## src/rtl/jk_bank_sequencer.sv

```systemverilog
// jk_bank_sequencer
//   Turns valid/ready commands into a single cycle of per-bit J/K drive for a
//   bank of WIDTH JK flip-flops, then reads the bank back one cycle later and
//   reports completion, the captured value and whether it matched.
//
// Ports
//   clk, rst        clock; asynchronous active-high reset
//   cmd_valid/ready command handshake (ready only while idle)
//   cmd_op          000 NOP, 001 LOAD, 010 CLEAR, 011 SET, 100 TOGGLE,
//                   101 INC, 110 DEC, 111 reserved
//   cmd_data        LOAD value / TOGGLE mask
//   q_fb            bank outputs
//   j, k            registered bank drive, non-zero only during APPLY
//   done            one-cycle completion pulse
//   err             readback mismatch or reserved op (valid with done)
//   result          q_fb captured at completion
//   mismatch_cnt    saturating count of completions with err
module jk_bank_sequencer #(
  parameter int unsigned WIDTH = 4,
  parameter int unsigned ERRW  = 8
) (
  input  logic             clk,
  input  logic             rst,
  input  logic             cmd_valid,
  output logic             cmd_ready,
  input  logic [2:0]       cmd_op,
  input  logic [WIDTH-1:0] cmd_data,
  input  logic [WIDTH-1:0] q_fb,
  output logic [WIDTH-1:0] j,
  output logic [WIDTH-1:0] k,
  output logic             done,
  output logic             err,
  output logic [WIDTH-1:0] result,
  output logic [ERRW-1:0]  mismatch_cnt
);

  typedef enum logic [1:0] {
    IDLE  = 2'd0,
    APPLY = 2'd1,
    CHECK = 2'd2
  } state_t;

  typedef enum logic [2:0] {
    OP_NOP    = 3'b000,
    OP_LOAD   = 3'b001,
    OP_CLEAR  = 3'b010,
    OP_SET    = 3'b011,
    OP_TOGGLE = 3'b100,
    OP_INC    = 3'b101,
    OP_DEC    = 3'b110,
    OP_RSV    = 3'b111
  } op_t;

  state_t           state_q;
  logic [WIDTH-1:0] j_q, k_q, exp_q, result_q;
  logic             rsv_q, done_q, err_q;
  logic [ERRW-1:0]  cnt_q;

  logic [WIDTH-1:0] j_d, k_d, exp_d;
  logic             rsv_d;
  logic             err_now;

  // Drive and expected value are derived from the q_fb snapshot taken at
  // acceptance, so later bank or command changes cannot affect them.
  always_comb begin
    j_d   = '0;
    k_d   = '0;
    exp_d = q_fb;
    rsv_d = 1'b0;
    case (op_t'(cmd_op))
      OP_NOP: ;
      OP_LOAD: begin
        j_d   = cmd_data;
        k_d   = ~cmd_data;
        exp_d = cmd_data;
      end
      OP_CLEAR: begin
        k_d   = '1;
        exp_d = '0;
      end
      OP_SET: begin
        j_d   = '1;
        exp_d = '1;
      end
      OP_TOGGLE: begin
        j_d   = cmd_data;
        k_d   = cmd_data;
        exp_d = q_fb ^ cmd_data;
      end
      // Counting is done by toggling only the bits that change.
      OP_INC: begin
        exp_d = q_fb + WIDTH'(1);
        j_d   = q_fb ^ exp_d;
        k_d   = q_fb ^ exp_d;
      end
      OP_DEC: begin
        exp_d = q_fb - WIDTH'(1);
        j_d   = q_fb ^ exp_d;
        k_d   = q_fb ^ exp_d;
      end
      default: rsv_d = 1'b1;
    endcase
  end

  assign err_now = (q_fb != exp_q) | rsv_q;

  always_ff @(posedge clk or posedge rst) begin
    if (rst) begin
      state_q  <= IDLE;
      j_q      <= '0;
      k_q      <= '0;
      exp_q    <= '0;
      rsv_q    <= 1'b0;
      done_q   <= 1'b0;
      err_q    <= 1'b0;
      result_q <= '0;
      cnt_q    <= '0;
    end else begin
      done_q <= 1'b0;
      case (state_q)
        IDLE: begin
          if (cmd_valid) begin
            j_q     <= j_d;
            k_q     <= k_d;
            exp_q   <= exp_d;
            rsv_q   <= rsv_d;
            state_q <= APPLY;
          end
        end
        APPLY: begin
          j_q     <= '0;
          k_q     <= '0;
          state_q <= CHECK;
        end
        CHECK: begin
          done_q   <= 1'b1;
          result_q <= q_fb;
          err_q    <= err_now;
          if (err_now && (cnt_q != '1))
            cnt_q <= cnt_q + ERRW'(1);
          state_q  <= IDLE;
        end
        default: state_q <= IDLE;
      endcase
    end
  end

  assign cmd_ready    = (state_q == IDLE);
  assign j            = j_q;
  assign k            = k_q;
  assign done         = done_q;
  assign err          = err_q;
  assign result       = result_q;
  assign mismatch_cnt = cnt_q;

endmodule

```

## config.mk

```make
export PLATFORM = sky130hd
export DESIGN_NAME = jk_bank_sequencer
export DESIGN_NICKNAME = d
export VERILOG_FILES = /design/src/rtl/jk_bank_sequencer.sv
export SDC_FILE = /design/constraint.sdc
export NUM_CORES = 1
export LEC_CHECK = 0
export ABC_AREA = 1
export CAP_MARGIN = 20
export CORE_AREA = 10 10 74 76
export CTS_CLUSTER_SIZE = 16
export DETAILED_ROUTE_END_ITERATION = 10
export DIE_AREA = 0 0 84 86
export MAX_ROUTING_LAYER = met4
export PLACE_DENSITY_LB_ADDON = 0.15
export SKIP_LAST_GASP = 1
export SLEW_MARGIN = 20
export SYNTH_ARGS = -nofsm -noshare
export SYNTH_HDL_FRONTEND = slang
export SYNTH_SLANG_ARGS = --single-unit
```

## constraint.sdc

```tcl
create_clock -name clk -period 1.25 [get_ports clk]
set_input_delay 0.125 -clock clk [delete_from_list [all_inputs] [get_ports clk]]
set_output_delay 0.125 -clock clk [all_outputs]
set_load 0.05 [all_outputs]
```

==> flow_metrics.env <==
export IMPL_rsz0062_at_grt="yes"
export IMPL_fin_util_pct=78.67
export IMPL_ir_drop_mv=0.8017
export IMPL_portBuffers=36
export IMPL_maxClockFrequency_mhz=789.6
export IMPL_required_ps=1420
export IMPL_globalplace_congestion=0.9690
export IMPL_path_buf_inv=0
export IMPL_power_leakage_uw=0.001571
export IMPL_synth_async_reset_ratio_pct=100.0
export IMPL_clkSinkCount=29
export IMPL_fin_worst_skew_ps=5.736
export IMPL_r2r_slack_ps=-20
export IMPL_gr_total_overflow=0
export IMPL_setup_slack_ps=-16.41
export IMPL_r2r_start="mismatch_cnt[1]"
export IMPL_final_cell_mix="nand2_1 (70), buf_4 (49), inv_1 (24), buf_12 (24)"
export IMPL_worst_pin_slew_ps=293.3
export IMPL_power_density_nw_per_um2=1608
export IMPL_vias=1982
export IMPL_grt_pass1_vias=1924
export IMPL_rows=23
export IMPL_synth_cells=251
export IMPL_grt_start_max_net_pins=30
export IMPL_worst_path_max_delay_cell="dfrtp_2"
export IMPL_cts_path_max_buffers=2
export IMPL_antenna_found_initial=0
export IMPL_ys_warn_count=0
export IMPL_crit_fanout=8
export IMPL_power_switching_uw=1943
export IMPL_path_cells="ha_4, nand3_2, nor2_2, nand2_2, nand3_4, nand2_2, o21ai_1"
export IMPL_cts_buffers=5
export IMPL_final_max_slew_viol_count=0
export IMPL_netlist_area_sq_um=1779
export IMPL_hpwlAfterDp_microns=3946
export IMPL_synth_nets=268
export IMPL_place_ws_ps=-439.5
export IMPL_diodes=0
export IMPL_synth_edf_count=0
export IMPL_switching_share_pct=38.66
export IMPL_seq_power_share_pct=27.6
export IMPL_timing_rr_end="mismatch_cnt[6]"
export IMPL_synth_seq_cells=29
export IMPL_layout_commonest_cell="nand2_1"
export IMPL_io_pins=37
export IMPL_synth_top_area_share_pct=40.79
export IMPL_htree_levels=2
export IMPL_p_int_uw=3082
export IMPL_cts_hold_buf=0
export IMPL_drive_above_1_share_pct=39.19
export IMPL_start_util_pct=44.80
export IMPL_setup_violations=5
export IMPL_start_kind="flip-flop"
export IMPL_worst_r2r_cell_count=7
export IMPL_crit_cells=7
export IMPL_crit_type="flip-flop to flip-flop"
export IMPL_dr_pass1_iters=4
export IMPL_clkPwrFrac_pct=20.1
export IMPL_via_per_inst=4.992
export IMPL_syn_to_final_growth_pct=75.60
export IMPL_drtAntennaViolNets=0
export IMPL_hold_viol_final=0
export IMPL_cts_tree="yes"
export IMPL_crit_top_cell="nand2_2"
export IMPL_slew_limit_headroom_pct=80.24
export IMPL_min_path_type="input pin to asynchronous set/reset pin"
export IMPL_fin_crit_sh_pct=101.3
export IMPL_core_region_area_sq_um=3971
export IMPL_die_w_microns=84
export IMPL_grt_pass1_wl_microns=8797
export IMPL_synth_distinct_cells=27
export IMPL_postSynth_topFlopCell="dfrtp_1"
export IMPL_dieArea_sq_um=7224
export IMPL_worstPathArrival_ps=1440
export IMPL_critPathMaxStageDelay_ps=440
export IMPL_critPathCaptureType="flip-flop"
export IMPL_drtIter0Drc=70
export IMPL_root_buffer="clkbuf_8"
export IMPL_nets=363
export IMPL_syn_area_per_cell_sq_um=7.088
export IMPL_status="finished with violations"
export IMPL_drc_errors=0
export IMPL_clk_latency_ps=280
export IMPL_max_cap_violations=0
export IMPL_path_delay_family="simple AND/OR/NAND/NOR gates"
export IMPL_power_frac_comb_pct=52.3
export IMPL_clk_pin_slew_ps=70
export IMPL_min_period_ps=1266
export IMPL_wl_per_cell_microns=14.22
export IMPL_fp_dieH_microns=86
export IMPL_violations="setup timing"
export IMPL_drt_total_wl_microns=5647
export IMPL_netlist_top_cells_area="dfrtp_1 (41%), nand2_1 (17%), inv_1 (6.8%)"
export IMPL_synth_top_area_cell="dfrtp_1"
export IMPL_ys_seq_area_share_pct=40.79
export IMPL_grt_use_total_pct=15.10
[how the worst max path moves through the flow]
stage | from | endpoint | slack [ps]
after detailed placement | q_fb[0] | j[1] | -440
after floorplan | mismatch_cnt[1] | mismatch_cnt[2] | -170
after global placement | q_fb[0] | j[1] | -400
final | mismatch_cnt[1] | mismatch_cnt[6] | -20
after global routing | mismatch_cnt[2] | mismatch_cnt[6] | -140
after CTS | q_fb[2] | exp_q[2] | 0.5
[synth_stat cells, drive strengths merged (2+ instances only)]
cell type  count
nand2         84
inv           32
nor2          32
dfrtp         29
o21ai         23
nand3         17
xor2           7
a21oi          6
buf            5
xnor2          4
ha             3
nand4          2
[timing repair]
action                     4_1_cts  5_1_grt
gates cloned                     1        0
setup endpoints to repair       20       22
setup buffers                    0        8
resized for setup               19       36
pin swaps                        6       18
[worst register-to-register path, cell delays in order, from the launching register on]
cell and delay (ps):
dfrtp_2 440, ha_4 170, nand3_2 70, nor2_2 50
nand2_2 120, nand3_4 150, nand2_2 90, o21ai_1 60
[per-layer routing]
metal / up-vias / routed length [microns] / GRT usage (%)
met5: - / 0 / -
met4: 0 / 114 / 5.479
met3: 18 / 276 / 4.636
met2: 59 / 2905 / 25.51
met1: 918 / 2350 / 16.43
li1: 987 / - / -
[cell families after synthesis]
family | count (synthesis) | synth area share (%)
fa+ha+maj | 3 | 2.110
xor+xnor | 11 | 5.415
compound gates | 35 | 11.04
buf+inv | 37 | 8.790
flops | 29 | 40.79
simple gates | 136 | 31.86
[final cells by class]
class / instances / area (sq um)
inverters: 32 / 122.6
repair buffers: 92 / 1042
fillers: 265 / 847.1
clock inverters: 1 / 30.03
well taps: 50 / 62.56
clock buffers: 7 / 86.33
multi-input cells: 186 / 1047
flip-flops and latches: 29 / 733.2
[power by group through the flow]
stage | registers (uW) | logic [uW] | clock network [uW]
after floorplan | 1910 | 570 | 0
after global placement | 1370 | 2310 | 0
after detailed placement | 1370 | 2350 | 0
after CTS | 1360 | 2400 | 1020
after global routing | 1410 | 2790 | 1070
final | 1380 | 2630 | 1010
[stage by stage]
step	cell area (sq um)	hold WS (ps)	total power (uW)	std cells	TNS [ps]
4_1_cts	2957	196.4	4788	389	0
3_3_place_gp	2794	421.9	3684	380	-6824
6_report	3124	192.1	5025	397	-66.07
3_5_place_dp	2794	430.8	3725	380	-7455
5_1_grt	3124	199.7	5275	397	-1417
2_1_floorplan	1804	202.7	2484	251	-1304
[state kept, by name, summed over array words and instances (netlist names)]
| name | count |
|---|---|
| result | 4 |
| rsv_q | 1 |
| j | 4 |
| err | 1 |
| state_q | 2 |
| done | 1 |
| k | 4 |
| exp_q | 4 |
| mismatch_cnt | 8 |
Note: power is estimated with default switching activity, not from simulation.
